**config.mk**
```make
export PLATFORM = sky130hd
export DESIGN_NAME = logic_unit_mc_flat
export DESIGN_NICKNAME = d
export VERILOG_FILES = /design/src/rtl/logic_unit_mc_if.sv /design/src/rtl/logic_unit_mc.sv /design/src/flat_wrapper.sv
export SDC_FILE = /design/constraint.sdc
export NUM_CORES = 1
export LEC_CHECK = 0
export ABC_AREA = 1
export ABC_CLOCK_PERIOD_IN_PS = 5780
export CORE_UTILIZATION = 45
export CTS_BUF_LIST = sky130_fd_sc_hd__clkbuf_8
export DETAILED_ROUTE_END_ITERATION = 10
export PLACE_DENSITY = 0.68
export SYNTH_ARGS = -nofsm -noshare
export SYNTH_HDL_FRONTEND = slang
export SYNTH_SLANG_ARGS = --single-unit
```
**constraint.sdc**
```tcl
create_clock -name clk -period 5.78 [get_ports clk]
set_input_delay 1.156 -clock clk [delete_from_list [all_inputs] [get_ports clk]]
set_output_delay 1.156 -clock clk [all_outputs]
set_load 0.05 [all_outputs]
```
**src/rtl/logic_unit_mc_if.sv**
```systemverilog
// Handshake and data bundle for the multi-cycle bitwise logic unit.
// Names mirror the block's external pin list.
interface logic_unit_mc_if #(
    parameter int unsigned WIDTH = 32
);
    logic             start;
    logic [2:0]       op;
    logic [WIDTH-1:0] A;
    logic [WIDTH-1:0] B;
    logic             busy;
    logic             done;
    logic [WIDTH-1:0] O;
    logic             zero;
    logic             err;

    modport master (
        output start, op, A, B,
        input  busy, done, O, zero, err
    );

    modport slave (
        input  start, op, A, B,
        output busy, done, O, zero, err
    );
endinterface

```
**src/rtl/logic_unit_mc.sv**
```systemverilog
// Multi-cycle bitwise logic unit: evaluates op on SLICE bits per cycle over WIDTH-bit operands,
// publishing O/zero/err only once the whole word is complete.
module logic_unit_mc #(
    parameter int unsigned WIDTH = 32,
    parameter int unsigned SLICE = 8
) (
    input  logic           clk,
    input  logic           rst,
    logic_unit_mc_if.slave bus_io
);
    localparam int unsigned N = WIDTH / SLICE;
    localparam int unsigned CntW = (N > 1) ? $clog2(N) : 1;
    localparam logic [CntW-1:0] LastCnt = CntW'(N - 1);

    typedef enum logic [1:0] {StIdle, StRun, StDone} state_e;

    state_e           state_q, state_d;
    logic [CntW-1:0]  cnt_q, cnt_d;
    logic [WIDTH-1:0] a_q, a_d, b_q, b_d;
    logic [WIDTH-1:0] work_q, work_d, o_q, o_d;
    logic [2:0]       op_q, op_d;
    logic             zero_q, zero_d, err_q, err_d;
    logic [SLICE-1:0] a_sl, b_sl, r_sl;

    assign a_sl = a_q[cnt_q*SLICE +: SLICE];
    assign b_sl = b_q[cnt_q*SLICE +: SLICE];

    // Reserved codes fall through to an all-zero slice.
    always_comb begin
        case (op_q)
            3'b000:  r_sl = a_sl & b_sl;
            3'b001:  r_sl = a_sl | b_sl;
            3'b010:  r_sl = a_sl ^ b_sl;
            3'b011:  r_sl = ~(a_sl | b_sl);
            3'b100:  r_sl = a_sl & ~b_sl;
            default: r_sl = '0;
        endcase
    end

    always_comb begin
        state_d = state_q;
        cnt_d   = cnt_q;
        a_d     = a_q;
        b_d     = b_q;
        op_d    = op_q;
        work_d  = work_q;
        o_d     = o_q;
        zero_d  = zero_q;
        err_d   = err_q;
        case (state_q)
            StIdle: begin
                if (bus_io.start) begin
                    a_d     = bus_io.A;
                    b_d     = bus_io.B;
                    op_d    = bus_io.op;
                    cnt_d   = '0;
                    work_d  = '0;
                    state_d = StRun;
                end
            end
            StRun: begin
                work_d[cnt_q*SLICE +: SLICE] = r_sl;
                // O/zero/err are published only from the fully assembled word.
                if (cnt_q == LastCnt) begin
                    o_d     = work_d;
                    zero_d  = (work_d == '0);
                    err_d   = (op_q >= 3'b101);
                    state_d = StDone;
                end else begin
                    cnt_d = cnt_q + 1'b1;
                end
            end
            StDone:  state_d = StIdle;
            default: state_d = StIdle;
        endcase
    end

    always_ff @(posedge clk or posedge rst) begin
        if (rst) begin
            state_q <= StIdle;
            cnt_q   <= '0;
            a_q     <= '0;
            b_q     <= '0;
            op_q    <= '0;
            work_q  <= '0;
            o_q     <= '0;
            zero_q  <= 1'b1;
            err_q   <= 1'b0;
        end else begin
            state_q <= state_d;
            cnt_q   <= cnt_d;
            a_q     <= a_d;
            b_q     <= b_d;
            op_q    <= op_d;
            work_q  <= work_d;
            o_q     <= o_d;
            zero_q  <= zero_d;
            err_q   <= err_d;
        end
    end

    assign bus_io.busy = (state_q != StIdle);
    assign bus_io.done = (state_q == StDone);
    assign bus_io.O    = o_q;
    assign bus_io.zero = zero_q;
    assign bus_io.err  = err_q;
endmodule
```
**src/flat_wrapper.sv**
```systemverilog
// flat-port wrapper written by rule: the top's interface ports become plain ports
module logic_unit_mc_flat 
#(
    parameter int unsigned WIDTH = 32,
    parameter int unsigned SLICE = 8
)
  (clk, rst, bus_io_start, bus_io_op, bus_io_A, bus_io_B, bus_io_busy, bus_io_done, bus_io_O, bus_io_zero, bus_io_err);
  logic_unit_mc_if #(.WIDTH(WIDTH)) bus_io_i ();
  input  logic clk;
  input  logic rst;
  input wire logic [$bits(bus_io_i.start)-1:0] bus_io_start;
  input wire logic [$bits(bus_io_i.op)-1:0] bus_io_op;
  input wire logic [$bits(bus_io_i.A)-1:0] bus_io_A;
  input wire logic [$bits(bus_io_i.B)-1:0] bus_io_B;
  output wire logic [$bits(bus_io_i.busy)-1:0] bus_io_busy;
  output wire logic [$bits(bus_io_i.done)-1:0] bus_io_done;
  output wire logic [$bits(bus_io_i.O)-1:0] bus_io_O;
  output wire logic [$bits(bus_io_i.zero)-1:0] bus_io_zero;
  output wire logic [$bits(bus_io_i.err)-1:0] bus_io_err;
  assign bus_io_i.start = bus_io_start;
  assign bus_io_i.op = bus_io_op;
  assign bus_io_i.A = bus_io_A;
  assign bus_io_i.B = bus_io_B;
  assign bus_io_busy = bus_io_i.busy;
  assign bus_io_done = bus_io_i.done;
  assign bus_io_O = bus_io_i.O;
  assign bus_io_zero = bus_io_i.zero;
  assign bus_io_err = bus_io_i.err;
  logic_unit_mc #(.WIDTH(WIDTH), .SLICE(SLICE)) u_core (.clk(clk), .rst(rst), .bus_io(bus_io_i));
endmodule
```
=== Word-level counts from Yosys, hierarchy flattened ===
Index checks and enable logic that the tools add are counted.

* Add/sub/neg operators: 2
* Order comparisons: 1
* Eq/ne operators: 10
* Shifts and indexed selects: 4
* Multiplexer cells: 10
* Bitwise logic cells: 6
* Reductions and logical operators: 10

{| class="wikitable"
|+ Operators with widths
! cell !! count
|-
| $pmux 32 s2 || 1
|-
| $shiftx 32x6->8 || 2
|-
| $pmux 8 s5 || 1
|-
| $neg 5->34 || 1
|-
| $shift 8x34->32 const A || 1
|-
| $shiftx 8x34->32 || 1
|-
| $bwmux 32 || 1
|-
| $logic_not 32->1 || 1
|-
| $mux 32 || 1
|-
| $and 8x8->8 || 2
|-
| $not 8->8 || 2
|-
| $mux 2 || 4
|-
| $or 8x8->8 || 1
|-
| $pmux 2 s2 || 2
|-
| $reduce_and 2->1 || 4
|-
| $xor 8x8->8 || 1
|-
| $eq 3x2->1 const B || 2
|-
| $eq 2x2->1 const B || 2
|-
| $ne 2x2->1 const B || 2
|-
| $reduce_bool 2->1 || 2
|-
| $eq 3x1->1 const B || 1
|-
| $eq 3x3->1 const B || 1
|-
| $ge 3x3->1 const B || 1
|-
| $logic_not 3->1 || 1
|-
| other kinds (5) || 5
|}

* Register bits after elaboration: 137
* Input port bits: 70
* Output and inout bits: 36
* Logic and storage cells: 52

=== Logic depth before layout (Yosys ltp) ===
Gate-level depths: netlist of the first run.

* Word-level depth: 7
* Depth in mapped cells: 18
* Mapped depth without buffers: 16

=== Worst setup path before layout of the first run ===
Ideal clock, no wire load.

* Path type: flip-flop to output port
* From: reg u_core.state_q[0]
* To: out bus_io_done
* Arrival: 1.051 ns
* Required time: 4.624 ns
* Setup slack: 3.573 ns
* Cell stages (with the launch flop): 2
* Path buffers: 0
* Cells stage by stage: dfrtp_1 -> nor2_1

* Longest elaborated chain between the ends: 1

{| class="wikitable"
|+ Ends and longest elaborated chain
! item !! RTL line !! source
|-
| start: declaration || logic_unit_mc.sv:17 || <nowiki>state_e state_q, state_d;</nowiki>
|-
| start signal: assignment || logic_unit_mc.sv:80 || <nowiki>state_q <= StIdle;</nowiki>
|-
| start signal: assignment || logic_unit_mc.sv:90 || <nowiki>state_q <= state_d;</nowiki>
|-
| $eq 2x2->1 || logic_unit_mc.sv:103 || <nowiki>assign bus_io.done = (state_q == StDone);</nowiki>
|-
| end: declaration || flat_wrapper.sv:16 || <nowiki>output wire logic [$bits(bus_io_i.done)-1:0] bus_io_done;</nowiki>
|}

No other way between the ends.

=== Final worst setup path of the first run ===
* From: reg u_core.cnt_q[0]
* To: reg u_core.zero_q, in the netlist u_core.bus_io.zero

* Longest elaborated chain between the ends: 7
* Elaborated cells on any way between the ends: 16
* Classes of those cells: add/sub (1); eq/ne (1); shift (4); mux (2); bitwise (6); reduce/logical (2)

{| class="wikitable"
|+ Ends and longest elaborated chain
! item !! RTL line !! source
|-
| start: declaration || logic_unit_mc.sv:18 || <nowiki>logic [CntW-1:0] cnt_q, cnt_d;</nowiki>
|-
| start signal: assignment || logic_unit_mc.sv:91 || <nowiki>cnt_q <= cnt_d;</nowiki>
|-
| $shiftx 32x6->8, on equally long branches || logic_unit_mc.sv:26, logic_unit_mc.sv:25 ||
|-
| $not 8->8 / $or 8x8->8 (equally long branches) || logic_unit_mc.sv:35, logic_unit_mc.sv:32, logic_unit_mc.sv:34 ||
|-
| $and 8x8->8 / $not 8->8 (equally long branches) || logic_unit_mc.sv:35, logic_unit_mc.sv:34 ||
|-
| $pmux 8 s5 || logic_unit_mc.sv:30 || <nowiki>case (op_q)</nowiki>
|-
| $shiftx 8x34->32 || logic_unit_mc.sv:62 || <nowiki>work_d[cnt_q*SLICE +: SLICE] = r_sl;</nowiki>
|-
| $bwmux 32 || logic_unit_mc.sv:62 ||
|-
| $logic_not 32->1 || logic_unit_mc.sv:66 || <nowiki>zero_d = (work_d == '0);</nowiki>
|-
| end signal: assignment || logic_unit_mc.sv:97 || <nowiki>zero_q <= zero_d;</nowiki>
|-
| end: declaration || logic_unit_mc.sv:22 || <nowiki>logic zero_q, zero_d, err_q, err_d;</nowiki>
|}

Parallel ways exist; a longest one is shown, timed or not.
A chain may end at the register's enable or synchronous reset.

==> run metrics, run 1 <==
WL/cell=around 15 µm; Crit Path Max Fanout=45; RR Endpoint=u_core.bus_io.zero$_DFFE_PP1P_; clock root buffer=clkbuf_8; Cell Rows=44; GR Overflow Total=0; Slew headroom=between 40% and 50%; initial antenna violation count=0; Peak Freq=0.300 GHz; largest net degree at the start of global routing=75; number of global-route vias before repair=between 5k and 6k; antenna violation net count after detailed routing=0; reg-to-reg slack, setup=about 2.4 ns; ANT cells=0; post-CTS setup buffers=0; CTS Hold Bufs=0; Crit-path slowest cell=dfrtp_1; Worst Hold Launch=u_core.bus_io.O[9]$_DFFE_PP0P_; Worst setup SP type=register; Final Slew Violations=0; worst r2r src=u_core.cnt_q[0]$_DFFE_PP0P_; hold depth=2; outcome=completed; I/O Pins=between 100 and 150; final hold viol count=0; setup slack after layout=between 2 and 2.5 ns; R2R cell count=17; worst-skew pair later-pin latency=around 0.46 ns; crit share post-route=between 50 and 60%; Worst Path Buf+Inv=3; arrival time at the worst endpoint=3.72 ns; Initial Utilization=~47%; unrepaired setup endpoints after global routing=no; nets@finish=roughly 1.1k; pwr dens=roughly 600 nW/µm²; Die Span Y=126 µm; gpl congestion=approximately 0.84; Seq cells post-synth=between 100 and 150; WL final=around 17000 µm; Fin Clk Skew=between 0.01 and 0.015 ns; post-synthesis sequential area ratio=between 40% and 50%; P&R area growth vs syn=21.8%; TritonCTS Buffers=17; CTS tree=done; drt pass-1 iters=5; Setup CP Type=reg -> reg; Via density=roughly 5.1; Top delay family on crit path=simple AND/OR/NAND/NOR gates; placed cells=around 1.2k; Avg Synthesized Cell Area=between 7 and 8 µm²; HP Class=reg -> reg; Non-Filler Instances=1187; largest stage delay on the critical path=slightly above 0.6 ns; element type at the critical path end=register; Mapped Area=roughly 6900 µm²; Worst-Margin Slew=roughly 0.86 ns; Design Power=roughly 0.005 W; most common cell after layout, fill and taps aside=nand2_1; hpwl dp=11800 µm; worst path cell trace=buf_4 > inv_4 > nand2_1 > nand3_1 > nand2_1 > ha_1 > inv_1 > nor2_1 > nor3_1 > nand2_2 > nand2_1 > nand2_1 > nor2_1 > nand3_1 > nor2_1 > nand2_1 > o21ai_1; Worst Path Required=about 6.2 ns; Leakage=approximately 4.1 nW; layout cell share with drive strength beyond 1=7.78%; cells after synthesis=a little over 900; PortBufs=between 100 and 150; Hold EP=u_core.bus_io.O[9]$_DFFE_PP0P_; Post-CTS Resized=0; fill count=between 1k and 1.5k; commonest non-fill, non-tap cells in the layout=nand2_1, dfrtp_1, clkdlybuf4s50_1, nand3_1, o21ai_0; Final setup violation count=0; die span in x=~130 µm; DRT iter0 DRCs=453; H-tree depth=4; residual DRC count=0; via count=6071; max_cap viols=0; first-pass GRT wire length=roughly 29000 µm; Max Root-Sink Buffers=2; crit path time final=approximately 3.3 ns; # clock sinks=approximately 140; die area=15900 µm²; Peak VDD IR=around 240 µV; Yosys cell types=30; Top cell by count, worst path=nand2_1; Clock Pin Slew Worst Setup and Hold Paths=0.08 ns; core area=about 15000 µm²; yosys warns=0; post-synth net total=989; dpl ws=approximately 2.4 ns; GR Util All Layers=roughly a quarter; TNS Setup=0 ns
[worst reg2reg max path, stage by stage, from the launching register on]
cell     delay [ns]
dfrtp_1        0.62
buf_4          0.52
inv_4          0.29
nand2_1        0.14
nand3_1        0.09
nand2_1        0.15
ha_1           0.24
inv_1          0.05
nor2_1         0.04
nor3_1         0.21
nand2_2        0.14
nand2_1        0.09
nand2_1        0.06
nor2_1         0.13
nand3_1        0.09
nor2_1         0.21
nand2_1        0.07
o21ai_1        0.13
[Yosys cell counts]
cell type | n | area share, %
nand2_1 | 385 | 21
dfrtp_1 | 136 | 49
nand3_1 | 77 | 5.6
o21ai_0 | 65 | 4.7
inv_1 | 55 | 3.0
nor2_1 | 45 | 2.4
clkbuf_1 | 34 | 1.8
nand4_1 | 19 | 1.7
ha_1 | 14 | 2.5
nand2_2 | 11 | 0.99
nand3_2 | 11 | 1.6
o21ai_1 | 8 | 0.58
inv_2 | 7 | 0.38
buf_6 | 6 | 0.98
o22ai_1 | 6 | 0.54
buf_4 | 5 | 0.54
a21oi_1 | 4 | 0.29
nor3_1 | 4 | 0.29
nor3_2 | 2 | 0.29
a22oi_2 | 1 | 0.18
a31o_2 | 1 | 0.13
buf_2 | 1 | 0.072
clkinv_1 | 1 | 0.054
dfstp_2 | 1 | 0.38
inv_4 | 1 | 0.090
inv_6 | 1 | 0.13
nand2_4 | 1 | 0.16
nor3b_1 | 1 | 0.11
nor4_4 | 1 | 0.31
o21a_1 | 1 | 0.11
[cell families (layout without fill, tap and decap cells)]
logic type | count (synthesis) | after routing | share of synthesized area (%)
AOI/OAI and AO/OA | 86 | 86 | 6.52
buffers and inverters | 111 | 209 | 7.07
and+or+nand+nor | 557 | 557 | 34.3
adders and majority gates | 14 | 14 | 2.53
DFF | 137 | 137 | 49.5
[final cells by class]
cell class              instances  area [µm²]  share of cell area (%)
clock inverters                14         158                    1.87
inverters                      65         254                    3.01
clock buffers                  18         248                    2.94
well taps                     184         230                    2.73
flip-flops and latches        137        3430                    40.7
multi-input cells             657        3010                    35.7
repair buffers                112        1100                    13.1
[state kept, by name, indices dropped and copies added (netlist names)]
name and count:
u_core.work_q 32, u_core.op_q 3, u_core.bus_io.O 32, u_core.bus_io.err 1
u_core.state_q 2, u_core.a_q 32, u_core.bus_io.zero 1, u_core.cnt_q 2
u_core.b_q 32
[per-stage QoR]
stage          hold slack (ns)  util, %  instance area, µm²
2_1_floorplan            0.449        -                6920
3_3_place_gp             0.463     54.4                8030
3_5_place_dp             0.466     54.4                8030
4_1_cts                  0.485     57.2                8430
5_1_grt                  0.504     57.2                8430
6_report                 0.482     57.2                8430
[power breakdown]
group          leakage, nW  switching, W  internal, W
registers             1.79      0.000307      0.00137
clock network        0.207      0.000374     0.000432
logic                 2.12       0.00176     0.000805
[worst max-delay path by stage]
stage	cells after the start	end	from	slack, ns
final	17	u_core.bus_io.zero$_DFFE_PP1P_	u_core.cnt_q[0]$_DFFE_PP0P_	2.44
after global routing	17	u_core.bus_io.zero$_DFFE_PP1P_	u_core.cnt_q[0]$_DFFE_PP0P_	2.10
after CTS	17	u_core.bus_io.zero$_DFFE_PP1P_	u_core.cnt_q[0]$_DFFE_PP0P_	2.49
after detailed placement	7	u_core.cnt_q[0]$_DFFE_PP0P_	bus_io_start	2.45
after global placement	7	u_core.cnt_q[0]$_DFFE_PP0P_	bus_io_start	2.50
after floorplan	1	u_core.a_q[0]$_DFFE_PP0P_	rst	0.96
[per-layer routing]
layer  vias to the layer above  GRT usage [%]  share of wire [%]
met2                       196           35.3                 44
met4                         0           10.1                1.7
met5                         -              0                  0
met1                      2800           32.9                 48
met3                        28           4.97                6.1
li1                       3047              -                  -
Power figures use the tool's default switching activity.
==> run 2: changes to the inputs <==
--- a/config.mk
+++ b/config.mk
@@ -6,7 +6,7 @@
 export NUM_CORES = 1
 export LEC_CHECK = 0
 export ABC_AREA = 1
-export ABC_CLOCK_PERIOD_IN_PS = 5780
+export ABC_CLOCK_PERIOD_IN_PS = 3400
 export CORE_UTILIZATION = 45
 export CTS_BUF_LIST = sky130_fd_sc_hd__clkbuf_8
 export DETAILED_ROUTE_END_ITERATION = 10
==> constraint.sdc (replaced) <==
create_clock -name clk -period 3.4 [get_ports clk]
set_input_delay 0.68 -clock clk [delete_from_list [all_inputs] [get_ports clk]]
set_output_delay 0.68 -clock clk [all_outputs]
set_load 0.05 [all_outputs]
==> run 2 against run 1 <==
Clock power rose by 46%. Worst setup slack worse by 1.7 ns. Worst hold slack got worse by 0.0022 ns. Non-clock buffer count rose by 5. Clock skew shrank 0.0039 ns. Final cell count grew 0.34%. Combinational power up 71%. Sequential power is 70% higher. Routed wire length fell by 1.1%. Die area unchanged. Critical endpoint unchanged.
==> run metrics, run 2 (synthesis gave the netlist of run 1 again) <==
Fin Clk Skew=approximately 0.0085 ns; post-route cell area=around 8500 µm²; WL/cell=14.5 µm; clock root buffer=clkbuf_8; die area=roughly 16000 µm²; hpwl dp=between 10000 and 15000 µm; worst-skew pair later-pin latency=~0.45 ns; residual DRC count=0; Worst Path Required=roughly 3.8 ns; DRT iter0 DRCs=around 370; largest net degree at the start of global routing=slightly above 90; gpl congestion=around 0.89; element type at the critical path end=register; initial antenna violation count=0; commonest non-fill, non-tap cells in the layout=nand2_1, dfrtp_1, clkdlybuf4s50_1, nand3_1, o21ai_0; Initial Utilization=between 40% and 50%; power share of the sequential group=33.8%; CTS tree=done; Worst setup SP type=register; HP Class=reg -> reg; Via density=slightly above 5; Setup CP Type=reg -> reg; I/O Pins=106; unrepaired setup endpoints after global routing=no; PortBufs=between 100 and 150; reg-to-reg slack, setup=just over 0.7 ns; TritonCTS Buffers=17; max_cap viols=0; first-pass GRT wire length=~29000 µm; Worst-Margin Slew=roughly 0.75 ns; Crit Path Max Fanout=31; Design Power=0.00840 W; most common cell after layout, fill and taps aside=nand2_1; H-tree depth=4; Clock Pin Slew Worst Setup and Hold Paths=0.07 ns; layout cell share with drive strength beyond 1=about 7.9%; internal power=0.00431 W; number of global-route vias before repair=approximately 5.8k; nets@finish=between 1k and 1.5k; CTS Hold Bufs=0; GR Overflow Total=0; core area=14800 µm²; drt pass-1 iters=5; placed cells=~1.2k; outcome=completed; Peak VDD IR=~500 µV; Final Slew Violations=0; length of routed met2 wiring=between 7000 and 8000 µm; Placed Area=8130 µm²; antenna violation net count after detailed routing=0; Final setup violation count=0; clock power share=14.0%; Die Span Y=around 130 µm; Max Root-Sink Buffers=2; met1 wire length=8360 µm; fill count=between 1k and 1.5k; # clock sinks=around 140; via count=6092; crit share post-route=about four fifths; WL final=~17000 µm; crit path time final=2.69 ns; P&R area growth vs syn=22.3%; Psw=between 0.004 and 0.005 W; ANT cells=0; pwr dens=around 990 nW/µm²; Non-Filler Instances=1191; Top Layer Used=met4; die span in x=between 100 and 150 µm; Post-CTS Resized=0; Slew headroom=between 50% and 60%; GR Util All Layers=23.4%; post-CTS setup buffers=0; Cell Rows=44; Peak Freq=approximately 0.37 GHz; TNS Setup=0 ns; logic gate share of total power=around 52%; final hold viol count=0; Sw Share=48.7%; met3 routed WL=approximately 1000 µm; Leakage=4.14 nW; arrival time at the worst endpoint=between 3 and 4 ns
[run 2: cell count changes in the layout (fill, tap and decap cells not counted), sizes merged]
cell,delta
buf,+5
bufinv,-2
clkinv,+1
clkinvlp,-1
inv,+1
[run 2: final timing paths]
kind	start	depth (start not counted)	endpoint
min in group asynchronous	rst	2	u_core.b_q[15]$_DFFE_PP0P_
worst max register to register	u_core.cnt_q[0]$_DFFE_PP0P_	16	u_core.bus_io.zero$_DFFE_PP1P_
worst max-delay path	u_core.cnt_q[0]$_DFFE_PP0P_	16	u_core.bus_io.zero$_DFFE_PP1P_
worst min-delay path	u_core.a_q[5]$_DFFE_PP0P_	2	u_core.a_q[5]$_DFFE_PP0P_
max in group asynchronous	rst	4	u_core.bus_io.O[31]$_DFFE_PP0P_
worst min register to register	u_core.a_q[5]$_DFFE_PP0P_	2	u_core.a_q[5]$_DFFE_PP0P_
[run 2: power groups by stage]
stage                     clock network, W  logic [W]  registers (W)
after global placement                   0    0.00430        0.00284
after CTS                          0.00120    0.00439        0.00283
after detailed placement                 0    0.00438        0.00284
after global routing               0.00127    0.00494        0.00291
after floorplan                          0    0.00285        0.00314
final                              0.00118    0.00439        0.00284
[run 2: critical path, stage by stage, from the launching register on]
cell     delay [ns]
dfrtp_1        0.52
buf_4          0.39
nand2_1        0.11
nand3_2        0.10
nand2_2        0.06
ha_1           0.27
inv_1          0.05
nor2_1         0.04
nor3_1         0.21
nand2_2        0.13
nand2_1        0.10
nand2_1        0.07
nor2_1         0.10
nand3_1        0.09
nor2_1         0.18
nand2_1        0.07
o21ai_1        0.13
[run 2: through the flow]
| step | hold slack [ns] | setup slack, ns | util [%] |
|---|---|---|---|
| floorplan | 0.449 | 1.01 | - |
| global placement | 0.463 | 0.778 | 55.1 |
| detailed placement | 0.465 | 0.734 | 55.1 |
| CTS | 0.485 | 0.709 | 57.4 |
| global route | 0.504 | 0.379 | 57.4 |
| finish | 0.480 | 0.711 | 57.4 |
[run 2: layout make-up]
class | instances | area [µm²] | share of cell area [%]
inverter | 65 | 255 | 3.01
tap | 184 | 230 | 2.72
clock buffer | 18 | 248 | 2.93
clock inverter | 13 | 91.3 | 1.08
sequential | 137 | 3430 | 40.5
timing repair buffer | 117 | 1200 | 14.2
multi-input combinational | 657 | 3010 | 35.6
[run 2: metal layers]
metal	GRT usage, %	vias up
met1	34.2	2839
met2	34.7	178
li1	-	3059
met3	4.89	16
met4	7.09	0
met5	0	-
==> run 3: changes to the inputs <==
--- a/config.mk
+++ b/config.mk
@@ -6,11 +6,11 @@
 export NUM_CORES = 1
 export LEC_CHECK = 0
 export ABC_AREA = 1
-export ABC_CLOCK_PERIOD_IN_PS = 3400
+export ABC_CLOCK_PERIOD_IN_PS = 2300
 export CORE_UTILIZATION = 45
 export CTS_BUF_LIST = sky130_fd_sc_hd__clkbuf_8
 export DETAILED_ROUTE_END_ITERATION = 10
-export PLACE_DENSITY = 0.68
+export PLACE_DENSITY = 0.71
 export SYNTH_ARGS = -nofsm -noshare
 export SYNTH_HDL_FRONTEND = slang
 export SYNTH_SLANG_ARGS = --single-unit
==> constraint.sdc (replaced) <==
create_clock -name clk -period 2.3 [get_ports clk]
set_input_delay 0.46 -clock clk [delete_from_list [all_inputs] [get_ports clk]]
set_output_delay 0.46 -clock clk [all_outputs]
set_load 0.05 [all_outputs]
==> run 3 against run 2 <==
The flow now finishes with violations (negative setup slack). Cell area rose by 11%. Sequential share of layout area down 3.9 points. Worst setup slack got worse by 0.75 ns. Worst hold slack got worse by 0.18 ns. Via count is 5.3% higher. Sequential cell count is the same. Global-route usage rose by 0.48 points. Routed wire length rose by 5.3%. Critical path type unchanged.
==> run metrics, run 3 (synthesis gave the netlist of run 1 again) <==
Psw=around 0.007 W; ANT cells=0; die span in x=about 130 µm; Via density=slightly above 5; via count=between 6k and 7k; Worst-Margin Slew=~0.52 ns; Critical Path Start=u_core.cnt_q[0]$_DFFE_PP0P_; Clock Pin Slew Worst Setup and Hold Paths=about 0.080 ns; initial antenna violation count=0; residual DRC count=0; gpl congestion=between 0.8 and 0.9; Worst Path Required=about 2.7 ns; Design Power=0.0145 W; I/O Pins=about 110; Initial Utilization=roughly 47%; H-tree depth=4; Slew headroom=approximately 66%; most common cell after layout, fill and taps aside=nand2_1; Top cell by count, worst path=nand2_1; Max Root-Sink Buffers=2; WL/cell=between 10 and 15 µm; Placed Area=approximately 8400 µm²; number of global-route vias before repair=about 6.1k; gr busiest metal=met2; crit path time final=about 2.3 ns; die area=~16000 µm²; largest net degree at the start of global routing=around 70; reg-to-reg slack, setup=-0.04 ns; R2R cell count=17; largest stage delay on the critical path=0.45 ns; TritonCTS Buffers=17; CTS Hold Bufs=0; clock root buffer=clkbuf_8; DRT iter0 DRCs=about 420; Die Span Y=between 100 and 150 µm; max_cap viols=0; # clock sinks=137; M2 GR Usage=between 30 and 40%; worst r2r src=u_core.cnt_q[0]$_DFFE_PP0P_; post-route cell area=9390 µm²; element type at the critical path end=register; Sw Share=between 40 and 50%; final hold viol count=0; Cell Rows=44; Fin Clk Skew=0.0127 ns; pwr dens=approximately 1500 nW/µm²; Top delay family on crit path=simple AND/OR/NAND/NOR gates; nets@finish=roughly 1.1k; Fin Hold WS=just over 0.3 ns; setup slack after layout=-0.0429 ns; core area=14800 µm²; Worst setup SP type=register; Crit-path slowest cell=dfrtp_2; arrival time at the worst endpoint=about 2.7 ns; GR Overflow Total=0; met1 global-route usage=between 30% and 40%; unrepaired setup endpoints after global routing=yes; Setup CP Type=reg -> reg; P&R area growth vs syn=35.6%; power share of the sequential group=28.9%; worst-skew pair later-pin latency=approximately 0.46 ns; GR Util All Layers=roughly a quarter; HP Class=in -> async; GR met3 Demand/Resource=under 10%; Final Slew Violations=0; final core utilization=a little under two thirds; layout cell share with drive strength beyond 1=around 20%; internal power=about 0.0076 W; Worst Path Buf+Inv=3; antenna violation net count after detailed routing=0; commonest non-fill, non-tap cells in the layout=nand2_1, dfrtp_1, clkdlybuf4s50_1, nand3_1, buf_4; worst path cell trace=clkinv_4 > buf_4 > nand2_1 > nand3_1 > nand2_2 > ha_4 > inv_1 > nor2_1 > nor3_2 > nand2_4 > nand4_1 > nand2_1 > nor2_1 > nand2_1 > nor2_2 > nand2_1 > o21ai_1; RR Endpoint=u_core.bus_io.zero$_DFFE_PP1P_; crit share post-route=102%; violated checks=negative setup slack; PortBufs=105; TNS Setup=-0.0429 ns; first-pass GRT wire length=around 30000 µm; Leakage=~4.6 nW; Final setup violation count=1; WL final=about 18000 µm; hpwl dp=around 12000 µm; Peak VDD IR=between 600 and 700 µV; outcome=finished with violations; logic gate share of total power=between 50% and 60%; CTS tree=done; Peak Freq=roughly 0.43 GHz; drt pass-1 iters=6; clock power share=between 10% and 20%; Crit Path Max Fanout=6
## run 3: changes by cell type in the layout (fill, tap and decap cells not counted), moves of 8 or more
| cell | previous run | this run |
|---|---|---|
| ha_1 | 14 | 6 |
| inv_1 | 58 | 47 |
| nand3_1 | 76 | 61 |
| o21ai_0 | 65 | 39 |
| nand2_4 | 1 | 10 |
| inv_2 | 7 | 15 |
| nand2_2 | 12 | 33 |
| nand3_2 | 12 | 22 |
| o21ai_1 | 8 | 27 |
| nand2_1 | 384 | 354 |
| buf_4 | 7 | 53 |
## run 3: metrics by stage
step	std cells	setup slack (ns)
floorplan	905	0.134
global placement	1195	-0.0653
detailed placement	1195	-0.125
CTS	1241	-0.0627
global route	1245	-0.235
finish	1245	-0.0429
## run 3: timing repair
action | 4_1_cts | 5_1_grt
pin swaps | 41 | 45
cloned | 2 | 0
setup buffers | 12 | 9
setup endpoints to repair | 4 | 51
gates resized for setup | 48 | 87
## run 3: metal layers
| metal | wire length, µm | part of all wire (%) | vias up |
|---|---|---|---|
| met2 | 8260 | 46 | 209 |
| met5 | 0 | 0 | - |
| met3 | 1120 | 6.2 | 29 |
| li1 | - | - | 3176 |
| met1 | 8480 | 47 | 2999 |
| met4 | 280 | 1.5 | 0 |
## run 3: worst register-to-register path, delay by kind of cell, from the launching register on
family	cells	cell delay, ns
AO/OA/AOI/OAI	1	0.11
adder cells (fa/ha/maj)	1	0.19
buffers and inverters	3	0.34
flip-flops	1	0.45
AND/OR/NAND/NOR	12	1.18
## run 3: worst max path at each step
stage                                                end  slack, ns  depth (start not counted)
after detailed placement  u_core.bus_io.zero$_DFFE_PP1P_      -0.12                         17
final                     u_core.bus_io.zero$_DFFE_PP1P_      -0.04                         17
after CTS                 u_core.bus_io.zero$_DFFE_PP1P_      -0.06                         18
after global routing      u_core.bus_io.zero$_DFFE_PP1P_      -0.23                         17
after floorplan                u_core.a_q[0]$_DFFE_PP0P_       0.13                          1
after global placement    u_core.bus_io.zero$_DFFE_PP1P_      -0.07                         17
## run 3: area by class of cell
type	count	area [µm²]
Fill cell	1259	5370
Sequential cell	137	3430
Multi-Input combinational cell	657	3410
Timing Repair Buffer	170	1680
Clock buffer	22	303
Inverter	65	260
Tap cell	184	230
Clock inverter	10	75.1
## run 3: power by group through the flow
stage / clock [W] / sequential (W) / combinational, W
after detailed placement: 0 / 0.00414 / 0.00703
after floorplan: 0 / 0.00465 / 0.00421
after CTS: 0.00190 / 0.00413 / 0.00770
final: 0.00187 / 0.00418 / 0.00841
after global placement: 0 / 0.00414 / 0.00692
after global routing: 0.00200 / 0.00428 / 0.00924
